## src/rtl/cas_pkg.sv

```systemverilog
// Shared definitions for the cassette FSK encoder.
//   cas_state_e  : encoder FSM states
//   CAS_STEP_57M : phase step for 4800 ticks/s from a 57.272 MHz clock
//   cas_clog2    : ceiling log2 for sizing counters and pointers
package cas_pkg;

   typedef enum logic {
      CAS_IDLE = 1'b0,
      CAS_SEND = 1'b1
   } cas_state_e;

   localparam logic [23:0] CAS_STEP_57M = 24'd1406;

   function automatic int cas_clog2(input int value);
      int r;
      r = 0;
      while ((1 << r) < value) r = r + 1;
      return r;
   endfunction

endpackage

```

## src/rtl/cas_byte_fifo.sv

```systemverilog
// Small synchronous FIFO holding bytes waiting to be serialised.
// Ports:
//   clk, reset_n : clock, asynchronous active-low reset (empties the FIFO)
//   push, din    : write request and data (ignored while full)
//   pop          : read request (ignored while empty)
//   dout         : oldest entry, valid whenever empty=0
//   full, empty  : occupancy flags, derived from the registered count
module cas_byte_fifo
   import cas_pkg::*;
#(
   parameter int DEPTH = 4,
   parameter int WIDTH = 8
) (
   input  logic             clk,
   input  logic             reset_n,
   input  logic             push,
   input  logic [WIDTH-1:0] din,
   input  logic             pop,
   output logic [WIDTH-1:0] dout,
   output logic             full,
   output logic             empty
);

   localparam int PTR_W = cas_clog2(DEPTH);
   localparam int CNT_W = PTR_W + 1;

   logic [WIDTH-1:0] mem [DEPTH];
   logic [PTR_W-1:0] wr_ptr;
   logic [PTR_W-1:0] rd_ptr;
   logic [CNT_W-1:0] count;
   logic             do_push;
   logic             do_pop;

   assign full    = (count == CNT_W'(DEPTH));
   assign empty   = (count == '0);
   assign do_push = push && !full;
   assign do_pop  = pop && !empty;
   assign dout    = mem[rd_ptr];

   // DEPTH is a power of two, so the pointers wrap naturally.
   always_ff @(posedge clk or negedge reset_n) begin
      if (!reset_n) begin
         wr_ptr <= '0;
         rd_ptr <= '0;
         count  <= '0;
      end else begin
         if (do_push) wr_ptr <= wr_ptr + 1'b1;
         if (do_pop)  rd_ptr <= rd_ptr + 1'b1;
         case ({do_push, do_pop})
            2'b10:   count <= count + 1'b1;
            2'b01:   count <= count - 1'b1;
            default: count <= count;
         endcase
      end
   end

   always_ff @(posedge clk) begin
      if (do_push) mem[wr_ptr] <= din;
   end

endmodule

```

## src/rtl/cas_fsk_stream_encoder.sv

```systemverilog
// Cassette FSK serialiser: bytes from a valid/ready stream are queued and
// sent back-to-back as square cycles; a '1' is a short cycle, a '0' a long
// one. Symbol timing comes from a phase accumulator whose carry is the tick.
// Ports:
//   clk, reset_n : clock, asynchronous active-low reset
//   step         : phase increment added every enabled cycle in SEND
//   enable       : run/motor; 0 freezes transmission in place
//   in_data      : byte to send
//   in_valid     : in_data valid
//   in_ready     : FIFO has room
//   dout         : registered FSK square output
//   busy         : 1 while in SEND
//   byte_done    : one-cycle pulse when the last bit of a byte completes
//   state_dbg    : current FSM state
//
// Handshake: a byte transfers on every rising edge where in_valid and
// in_ready are both 1. in_ready depends only on the registered FIFO count,
// so a pop on the same edge does not make room for a push; the producer
// keeps in_valid and in_data steady until the transfer happens.
module cas_fsk_stream_encoder
   import cas_pkg::*;
#(
   parameter int   ACC_W      = 24,
   parameter int   DATA_W     = 8,
   parameter int   FIFO_DEPTH = 4,
   parameter int   ONE_TICKS  = 2,
   parameter int   ZERO_TICKS = 4,
   parameter int   LSB_FIRST  = 1,
   parameter logic IDLE_LEVEL = 1'b0
) (
   input  logic              clk,
   input  logic              reset_n,
   input  logic [ACC_W-1:0]  step,
   input  logic              enable,
   input  logic [DATA_W-1:0] in_data,
   input  logic              in_valid,
   output logic              in_ready,
   output logic              dout,
   output logic              busy,
   output logic              byte_done,
   output cas_state_e        state_dbg
);

   localparam int MAX_T = (ONE_TICKS > ZERO_TICKS) ? ONE_TICKS : ZERO_TICKS;
   localparam int SYM_W = cas_clog2(MAX_T + 1);
   localparam int BIT_W = (DATA_W > 1) ? cas_clog2(DATA_W) : 1;

   localparam logic [SYM_W-1:0] ONE_T    = SYM_W'(ONE_TICKS);
   localparam logic [SYM_W-1:0] ZERO_T   = SYM_W'(ZERO_TICKS);
   localparam logic [SYM_W-1:0] ONE_H    = SYM_W'(ONE_TICKS / 2);
   localparam logic [SYM_W-1:0] ZERO_H   = SYM_W'(ZERO_TICKS / 2);
   localparam logic [BIT_W-1:0] LAST_BIT = BIT_W'(DATA_W - 1);

   cas_state_e        state, state_nx;
   logic [ACC_W-1:0]  acc, acc_nx;
   logic [ACC_W:0]    acc_sum;
   logic              tick;
   logic [SYM_W-1:0]  sym_cnt, sym_nx, sym_inc;
   logic [SYM_W-1:0]  bit_t, bit_half;
   logic [BIT_W-1:0]  bit_idx, bit_nx;
   logic [DATA_W-1:0] shifter, shifter_nx, shifted;
   logic              cur_bit;
   logic              dout_nx;
   logic              byte_done_nx;

   logic              fifo_push;
   logic              fifo_pop;
   logic              fifo_full;
   logic              fifo_empty;
   logic [DATA_W-1:0] fifo_data;

   assign in_ready  = !fifo_full;
   assign fifo_push = in_valid && in_ready;
   assign busy      = (state == CAS_SEND);
   assign state_dbg = state;

   cas_byte_fifo #(
      .DEPTH (FIFO_DEPTH),
      .WIDTH (DATA_W)
   ) u_fifo (
      .clk     (clk),
      .reset_n (reset_n),
      .push    (fifo_push),
      .din     (in_data),
      .pop     (fifo_pop),
      .dout    (fifo_data),
      .full    (fifo_full),
      .empty   (fifo_empty)
   );

   // The carry out of acc+step is the symbol tick; acc wraps modulo 2^ACC_W.
   assign acc_sum  = {1'b0, acc} + {1'b0, step};
   assign tick     = acc_sum[ACC_W];
   assign sym_inc  = sym_cnt + 1'b1;
   assign cur_bit  = (LSB_FIRST != 0) ? shifter[0] : shifter[DATA_W-1];
   assign shifted  = (LSB_FIRST != 0) ? (shifter >> 1) : (shifter << 1);
   assign bit_t    = cur_bit ? ONE_T : ZERO_T;
   assign bit_half = cur_bit ? ONE_H : ZERO_H;

   always_comb begin
      state_nx     = state;
      acc_nx       = acc;
      sym_nx       = sym_cnt;
      bit_nx       = bit_idx;
      shifter_nx   = shifter;
      dout_nx      = dout;
      byte_done_nx = 1'b0;
      fifo_pop     = 1'b0;
      case (state)
         CAS_IDLE: begin
            if (enable && !fifo_empty) begin
               state_nx   = CAS_SEND;
               fifo_pop   = 1'b1;
               shifter_nx = fifo_data;
               acc_nx     = '0;
               sym_nx     = '0;
               bit_nx     = '0;
               dout_nx    = 1'b1;
            end
         end
         CAS_SEND: begin
            // With enable low nothing moves, so the waveform resumes intact.
            if (enable) begin
               acc_nx = acc_sum[ACC_W-1:0];
               if (tick) begin
                  if (sym_inc == bit_t) begin
                     sym_nx = '0;
                     if (bit_idx == LAST_BIT) begin
                        byte_done_nx = 1'b1;
                        bit_nx       = '0;
                        if (!fifo_empty) begin
                           // Next byte starts on the same edge; acc keeps
                           // running so the tick cadence is unbroken.
                           fifo_pop   = 1'b1;
                           shifter_nx = fifo_data;
                           dout_nx    = 1'b1;
                        end else begin
                           state_nx = CAS_IDLE;
                           dout_nx  = IDLE_LEVEL;
                           acc_nx   = '0;
                        end
                     end else begin
                        bit_nx     = bit_idx + 1'b1;
                        shifter_nx = shifted;
                        dout_nx    = 1'b1;
                     end
                  end else begin
                     sym_nx  = sym_inc;
                     dout_nx = (sym_inc < bit_half);
                  end
               end
            end
         end
         default: state_nx = CAS_IDLE;
      endcase
   end

   always_ff @(posedge clk or negedge reset_n) begin
      if (!reset_n) begin
         state     <= CAS_IDLE;
         acc       <= '0;
         sym_cnt   <= '0;
         bit_idx   <= '0;
         shifter   <= '0;
         dout      <= IDLE_LEVEL;
         byte_done <= 1'b0;
      end else begin
         state     <= state_nx;
         acc       <= acc_nx;
         sym_cnt   <= sym_nx;
         bit_idx   <= bit_nx;
         shifter   <= shifter_nx;
         dout      <= dout_nx;
         byte_done <= byte_done_nx;
      end
   end

endmodule

```

## config.mk

```make
export PLATFORM = sky130hd
export DESIGN_NAME = cas_fsk_stream_encoder
export DESIGN_NICKNAME = d
export VERILOG_FILES = /design/src/rtl/cas_pkg.sv /design/src/rtl/cas_byte_fifo.sv /design/src/rtl/cas_fsk_stream_encoder.sv
export SDC_FILE = /design/constraint.sdc
export NUM_CORES = 1
export LEC_CHECK = 0
export BUFFER_PORTS_ARGS = -buffer_cell sky130_fd_sc_hd__buf_4
export CAP_MARGIN = 20
export CORE_MARGIN = 2
export CORE_UTILIZATION = 61
export CTS_BUF_LIST = sky130_fd_sc_hd__clkbuf_4
export CTS_CLUSTER_DIAMETER = 60
export DETAILED_ROUTE_END_ITERATION = 7
export GPL_TIMING_DRIVEN = 0
export MAX_ROUTING_LAYER = met4
export PLACE_DENSITY = 0.81
export SLEW_MARGIN = 20
export SYNTH_ARGS = -nofsm -noshare
export SYNTH_HDL_FRONTEND = slang
export SYNTH_SLANG_ARGS = --single-unit
```

## constraint.sdc

```tcl
create_clock -name clk -period 4.99 [get_ports clk]
set_input_delay 0.998 -clock clk [delete_from_list [all_inputs] [get_ports clk]]
set_output_delay 0.998 -clock clk [all_outputs]
set_load 0.01 [all_outputs]
```

==> results of run 1 <==
==> cells by family after synthesis <==
group	Yosys count	synth area share
and+or+nand+nor	88	0.09258
DFF	80	0.4532
adders and majority gates	35	0.09494
buffers and inverters	30	0.03540
xor gates and xnor gates	26	0.04773
muxes	26	0.07920
AOI/OAI and AO/OA	121	0.1970
==> flip-flops by register name (all words and copies together), names as in the netlist <==
signal	flops
u_fifo.mem	32
acc	24
shifter	8
bit_idx	3
sym_cnt	3
u_fifo.count	3
u_fifo.rd_ptr	2
u_fifo.wr_ptr	2
busy	1
byte_done	1
dout	1
==> synthesized netlist by cell type (4+ instances only) <==
cell type  instances
a21o_1             7
xor2_1             9
o211ai_1           4
dfrtp_1           48
mux4_2             8
a21oi_1           21
nor3_1             4
o21ai_0           19
a22o_1            22
a21o_2             4
and2_1             4
inv_1             17
ha_1              33
a31oi_1            5
mux2_2             9
edfxtp_1          32
nand2_1           29
mux2i_1            4
nand3_1            5
a32o_1             4
xnor2_1           17
nor2_1            18
mux2_1             5
and3_1             6
==> placed cells by master (no fill, tap or decap), drive strengths merged, types with 5 or more instances in the layout <==
cell	count
a21o	11
a21oi	24
a22o	22
a31oi	8
and3	7
buf	46
clkbuf	17
dfrtp	48
edfxtp	32
ha	33
inv	20
mux2	14
mux4	8
nand2	29
nand3	5
nor2	18
o21ai	20
or3	5
xnor2	17
xor2	9
==> worst max-delay path by stage <==
stage                       start              end  slack (ns)
after global routing      step[0]  u_fifo.count[2]        0.63
after CTS                 step[0]  u_fifo.count[2]        0.80
after global placement    step[0]  u_fifo.count[2]        0.41
final                     step[0]  u_fifo.count[2]        0.79
after floorplan           step[0]  u_fifo.count[2]        0.72
after detailed placement  step[0]  u_fifo.count[2]        0.37
==> worst max-delay path: stages <==
cell	delay, ns
buf_4	0.09
ha_1	0.18
inv_1	0.06
fa_1	0.37
or2b_2	0.34
a21oi_4	0.20
o21bai_4	0.11
a2111o_1	0.45
a311o_2	0.48
a21oi_2	0.20
ha_1	0.21
inv_1	0.06
fa_1	0.37
xor2_1	0.15
nor2_1	0.11
xor2_1	0.16
==> per-layer routing <==
metal  vias up  track usage
met4         0      0.07338
met1      1667       0.3129
li1       1649            -
met2        69       0.4088
met5         -            -
met3        16      0.04475
==> where the power goes <==
part / switching [uW] / leakage (uW) / internal, uW
sequential: 125 / 0.000875 / 918
combinational: 830 / 0.00136 / 780
clock: 244 / 0.0000795 / 167
==> per-stage QoR <==
stage	setup WS (ns)	cells	hold slack (ns)	utilization
floorplan	0.7175	406	0.4523	-
global placement	0.4111	548	0.4734	0.6798
detailed placement	0.3749	548	0.4793	0.6798
CTS	0.7992	564	0.5142	0.6994
global route	0.6292	564	0.5338	0.6994
finish	0.7864	564	0.5095	0.6994
==> area by class of cell <==
type	instances	share of cell area
Multi-Input combinational cell	296	0.4561
Clock buffer	10	0.01404
Clock inverter	6	0.01404
Sequential cell	80	0.4042
Inverter	17	0.01193
Timing Repair Buffer	40	0.05614
Tap cell	102	0.02386
Buffer	13	0.01965
==> summary.md, run 1 <==
| Metric | Value |
|---|---|
| Area after DPL | 0.005199 mm2 |
| Flops & latches, synth | 80 |
| Post-synth top area share | 0.2518 |
| CTS tree | done |
| Number of port buffers | 40 |
| First-pass GRT wire length | between 15000 and 20000 um |
| Wire length per cell | between 15 and 20 um |
| Boundary Pins | between 40 and 50 |
| Fin nets | approximately 530 |
| 1st-iter DRT viols | 186 |
| Placer Congestion | 0.8996 |
| Setup tns final | 0 ns |
| Final Cell Area | 0.005349 mm2 |
| Area occupied by multi-input gates | approximately 0.0024 mm2 |
| Fillers | between 500 and 600 |
| Cell Area, Synth | about 0.0048 mm2 |
| Met2 WL | 4620 um |
| Max-slew violations | 0 |
| Final setup violating endpoints | 0 |
| Ys async rst share | 0.6000 |
| Synth Instances | 406 |
| R2r setup slk | 1.07 ns |
| Critical Path RT | 5.34 ns |
| Dpl hpwl | about 6800 um |
| Cts hold-fix bufs | 0 |
| Core ar. | between 0.007 and 0.008 mm2 |
| Number of flops mapped to enable cells by yosys | 32 |
| Clock transition at path regs | ~0.14 ns |
| CP Max Fanout | 4 |
| Worst setup path class | input port to register |
| Ant diodes | 0 |
| DR vias/cell | about 6.0 |
| Achievable frequency | between 0.2 and 0.25 GHz |
| Min-Delay Path Class | register to register |
| Top sig layer | met4 |
| Status | finished, final reports clean |
| PD cells | around 570 mW/mm2 |
| All-Layer GR Usage | 0.2467 |
| H-tree levels | 3 |
| Layout cells sized above 1 | 0.2273 |
| Die height | 92.44 um |
| Final hold vios | 0 |
| Reg2Reg Depth | 15 |
| Leakage | around 0.0023 uW |
| Register area share after synthesis | 0.4532 |
| Main flop type after synthesis | dfrtp_1 |
| Post-synthesis net count | approximately 480 |
| Starting Density | 0.6239 |
| Number of post-CTS setup repair buffers | 0 |
| DRC | 0 |
| CTS Sinks | 80 |
| Rows | 32 |
| Slew headroom | 0.5749 |
| Pwr Total | 3063 uW |
| Sequential Area | between 0.002 and 0.0025 mm2 |
| Number of global-route vias before repair | 3400 |
| Total vias in the final route | between 3000 and 4000 |
| RSZ-0062 raised after global routing | false |
| Area of the die | between 0.008 and 0.009 mm2 |
| GRT Residual Overflow | 0 |
| Crit path DAT | around 4.6 ns |
| Initial DRT Pass Iterations | 4 |
| Initial antenna violation count | 0 |
| Final Cycle Share | 0.8424 |
| Syn avg cell area | roughly 12 um2 |
| Latest clock arrival within the worst-skew pair | between 0.4 and 0.5 ns |
| Area Growth Syn to Fin | 12.12% |
| Clock buffer depth | 2 |
| Worst Skew | roughly 0.019 ns |
| Wl on met1 | slightly above 4000 um |
| Worst Hold Launch | shifter[4] |
| Hold Path Sink | shifter[4] |
| Synth unique cells | 69 |
| Routed wl met3 | 323 um |
| Crit start category | input port |
| Largest net degree at the start of global routing | 49 |
| Largest cells by area after synthesis | dfrtp_1 (25%), edfxtp_1 (20%), ha_1 (8.7%) |
| Hold path depth | 1 |
| Number of buffers created by CTS | 9 |
| Worst-Margin Slew | around 0.64 ns |
| Die W | 92.44 um |
| Max-cap viol count | 0 |
| Ys Warns | 0 |
| Root Buffer | clkbuf_4 |
| VDD IR max | between 0.0002 and 0.0003 V |
| Crit Reg-Reg Startpoint | acc[0] |
| Capturing point of the worst reg2reg path | u_fifo.count[2] |
| Final WL | a little over 9000 um |
| Crit path capture type | register |
| CTS resizes | 0 |
| Min Tclk post-route | roughly 4.2 ns |
| Routed Antenna Nets | 0 |
| Yosys top cell by area | dfrtp_1 |
(Power assumes the default switching activity.)
==> run 2, diff against run 1 <==
- ABC_AREA: not set -> 1
- CORE_UTILIZATION: 61 -> 56
- PLACE_DENSITY: 0.81 -> 0.78
- clock period: 4.99 -> 3.7 ns (I/O delays scaled with it)
==> run 2 against run 1 <==
Compared with the run above:
- combinational power rose by 16%
- routed wire length grew 22%
- power increased by 24%
- sequential share of layout area down 2.0 points
- clock power rose by 56%
==> summary.md, run 2 <==
| Metric | Value |
|---|---|
| DR vias/cell | between 5 and 6 |
| Cell Area, Synth | between 0.005 and 0.006 mm2 |
| Crit path capture type | register |
| Biggest register | u_fifo.mem |
| Critical Path RT | about 4 ns |
| Clock buffer depth | 2 |
| Fin nets | between 700 and 800 |
| Die W | a little under 100 um |
| NetSw | 1643 uW |
| CTS Sinks | 80 |
| Die height | between 90 and 100 um |
| Boundary Pins | about 40 |
| Ant diodes | 0 |
| Met1 Usage GRT | 0.3434 |
| Number of global-route vias before repair | ~4200 |
| Share of power burned in registers | 0.345 |
| Crit Reg-Reg Startpoint | acc[0] |
| Final Cycle Share | 0.9107 |
| Clock transition at path regs | 0.14 ns |
| Most used cell, CP | nand2_1 |
| Slew headroom | 0.4567 |
| Crit path DAT | about 3.7 ns |
| Flops & latches, synth | 80 |
| Fillers | between 700 and 800 |
| Ys async rst share | 0.6000 |
| Post-synth top area share | 0.2393 |
| Largest register FFs | 32 |
| Clock power share | 0.168 |
| Crit start category | input port |
| Sequential Area | roughly 0.0022 mm2 |
| Number of flops mapped to enable cells by yosys | 32 |
| Max-slew violations | 0 |
| Worst setup path class | input port to register |
| Post-synthesis net count | ~730 |
| Final hold vios | 0 |
| Area Growth Syn to Fin | 12.19% |
| Worst-Margin Slew | a little over 0.8 ns |
| Final WL | between 10000 and 15000 um |
| Routed Antenna Nets | 0 |
| Layout cells sized above 1 | 0.1013 |
| Register area share after synthesis | 0.4308 |
| Dpl hpwl | between 8000 and 9000 um |
| Largest net degree at the start of global routing | 49 |
| R2r setup slk | 0.36 ns |
| Most frequent cells in the layout | nand2_1 (243), inv_1 (77), nor2_1 (52) |
| Placed cells | approximately 800 |
| Rows | 34 |
| Area occupied by multi-input gates | between 0.002 and 0.0025 mm2 |
| Min-Delay Path Class | input port to asynchronous set/reset pin |
| Largest cells by area after synthesis | dfrtp_1 (24%), edfxtp_1 (19%), nand2_1 (18%) |
| Syn avg cell area | 7.662 um2 |
| CTS resizes | 0 |
| Main flop type after synthesis | dfrtp_1 |
| RSZ-0062 raised after global routing | false |
| Number of buffers created by CTS | 9 |
| H-tree levels | 3 |
| GRT met3 Usage | 0.03688 |
| Placer Congestion | about 0.94 |
| Sw Ratio | 0.4318 |
| Yosys top cell by area | dfrtp_1 |
| Max stage delay cell, worst path | fa_1 |
| Cell Count, Final, Fillers Out | a little over 800 |
| Number of port buffers | 40 |
| CP max stage delay | roughly 0.40 ns |
| GRT busiest layer | met2 |
| Latest clock arrival within the worst-skew pair | around 0.45 ns |
| Number of post-CTS setup repair buffers | 0 |
| Achievable frequency | between 0.2 and 0.3 GHz |
| Root Buffer | clkbuf_4 |
| Area of the die | between 0.009 and 0.01 mm2 |
| Synth Instances | between 600 and 700 |
| Worst Skew | ~0.024 ns |
| Total vias in the final route | approximately 4400 |
| Logic pwr share | 0.488 |
| Setup tns final | 0 ns |
| DRC | 0 |
| Area after DPL | 0.005454 mm2 |
| CP Max Fanout | 5 |
| Final Cell Area | between 0.005 and 0.006 mm2 |
| Top flop regs | u_fifo.mem (32), acc (24), shifter (8) |
| Met2 Usage GRT | 0.3919 |
| Core ar. | roughly 0.0087 mm2 |
| Most common cell after layout, fill and taps aside | nand2_1 |
| Worst path cell trace | buf_4, ha_1, inv_1, fa_1, inv_1, nand2_1, nand2_1, nand3b_1, nand2_1, nand2_1, nand3_2, nand2_1, nand2_1, nand2_1, inv_1, ha_1, inv_1, fa_1, a21oi_1, o21ai_0, xnor2_1 |
| Most frequent cells after synthesis | nand2_1 (243), inv_1 (77), nor2_1 (52) |
| Capturing point of the worst reg2reg path | u_fifo.count[2] |
| Initial antenna violation count | 0 |
| Starting Density | 0.5755 |
| GRT Residual Overflow | 0 |
| CTS tree | done |
| Status | finished, final reports clean |
| Max-cap viol count | 0 |
| Cts hold-fix bufs | 0 |
| Wire length per cell | about 14 um |
| 1st-iter DRT viols | 318 |
| Int Pwr | about 2200 uW |
| VDD IR max | between 0.0004 and 0.0005 V |
| Reg2Reg Depth | 20 |
| All-Layer GR Usage | 0.2523 |
| PD cells | between 600 and 700 mW/mm2 |
| Synth unique cells | 32 |
| Top-count cell post-synth | nand2_1 |
| Final setup violating endpoints | 0 |
| Leakage | slightly below 0.003 uW |
| Initial DRT Pass Iterations | 5 |
| Min Tclk post-route | approximately 3.4 ns |
| First-pass GRT wire length | 19220 um |
| Ys Warns | 0 |
-- run 2: cell count changes in the layout (fill, tap and decap cells not counted), sizes merged, moves of 7 or more --
| cell | change |
|---|---|
| a31oi | -8 |
| and3 | -7 |
| a22o | -22 |
| nor2 | +36 |
| inv | +62 |
| nand3 | +30 |
| o21ai | +13 |
| nand2 | +220 |
| mux4 | -8 |
| a21oi | +10 |
| mux2 | -14 |
| a21o | -11 |
-- run 2: cell type report --
type	instances	share of cell area
Buffer	11	0.01244
Clock buffer	9	0.01200
Clock inverter	7	0.01933
Inverter	79	0.05267
Multi-Input combinational cell	485	0.4422
Sequential cell	80	0.3840
Tap cell	108	0.02400
Timing Repair Buffer	40	0.05333
-- run 2: kinds of logic after synthesis --
family                     Yosys count  share of synthesized area
buffers and inverters               90                    0.07305
and+or+nand+nor                    354                     0.2877
DFF                                 80                     0.4308
xor gates and xnor gates            18                    0.03141
adders and majority gates           35                    0.09025
AOI/OAI and AO/OA                   78                    0.08676
-- run 2: routing by layer --
metal	part of all wire	vias up
li1	-	2221
met1	0.47	2052
met2	0.47	108
met3	0.047	20
met4	0.016	0
met5	0	-
-- run 2: power by group through the flow --
stage	Clock (uW)	Sequential, uW	Combinational, uW
2_1_floorplan	0	1300	1420
3_3_place_gp	0	1320	1770
3_5_place_dp	0	1330	1830
4_1_cts	657	1310	1840
5_1_grt	685	1340	2120
6_report	639	1310	1860
-- run 2: metrics by stage --
stage / setup slack, ns / util / hold WS, ns / power, uW
final: 0.3303 / 0.6456 / 0.2864 / 3805
after floorplan: 0.5126 / - / 0.4422 / 2715
after global routing: 0.03014 / 0.6456 / 0.3312 / 4147
after detailed placement: -0.08068 / 0.6254 / 0.4594 / 3160
after global placement: 0.04018 / 0.6254 / 0.4535 / 3088
after CTS: 0.3888 / 0.6456 / 0.2916 / 3810
-- run 2: critical path, delay by kind of cell --
family | cells | cell delay (ns)
fa+ha+maj | 4 | 1.13
simple gates | 9 | 0.99
buf+inv | 5 | 0.41
compound gates | 2 | 0.29
xor+xnor | 1 | 0.14
-- run 2: worst max-delay path by stage --
stage	from	end	slack [ns]	cells past startpoint
floorplan	step[0]	u_fifo.count[2]	0.51	20
global placement	step[0]	u_fifo.count[2]	0.04	21
detailed placement	step[0]	u_fifo.count[2]	-0.08	21
CTS	step[0]	u_fifo.count[2]	0.39	21
global route	acc[0]	u_fifo.count[2]	0.03	20
finish	step[0]	u_fifo.count[2]	0.33	21
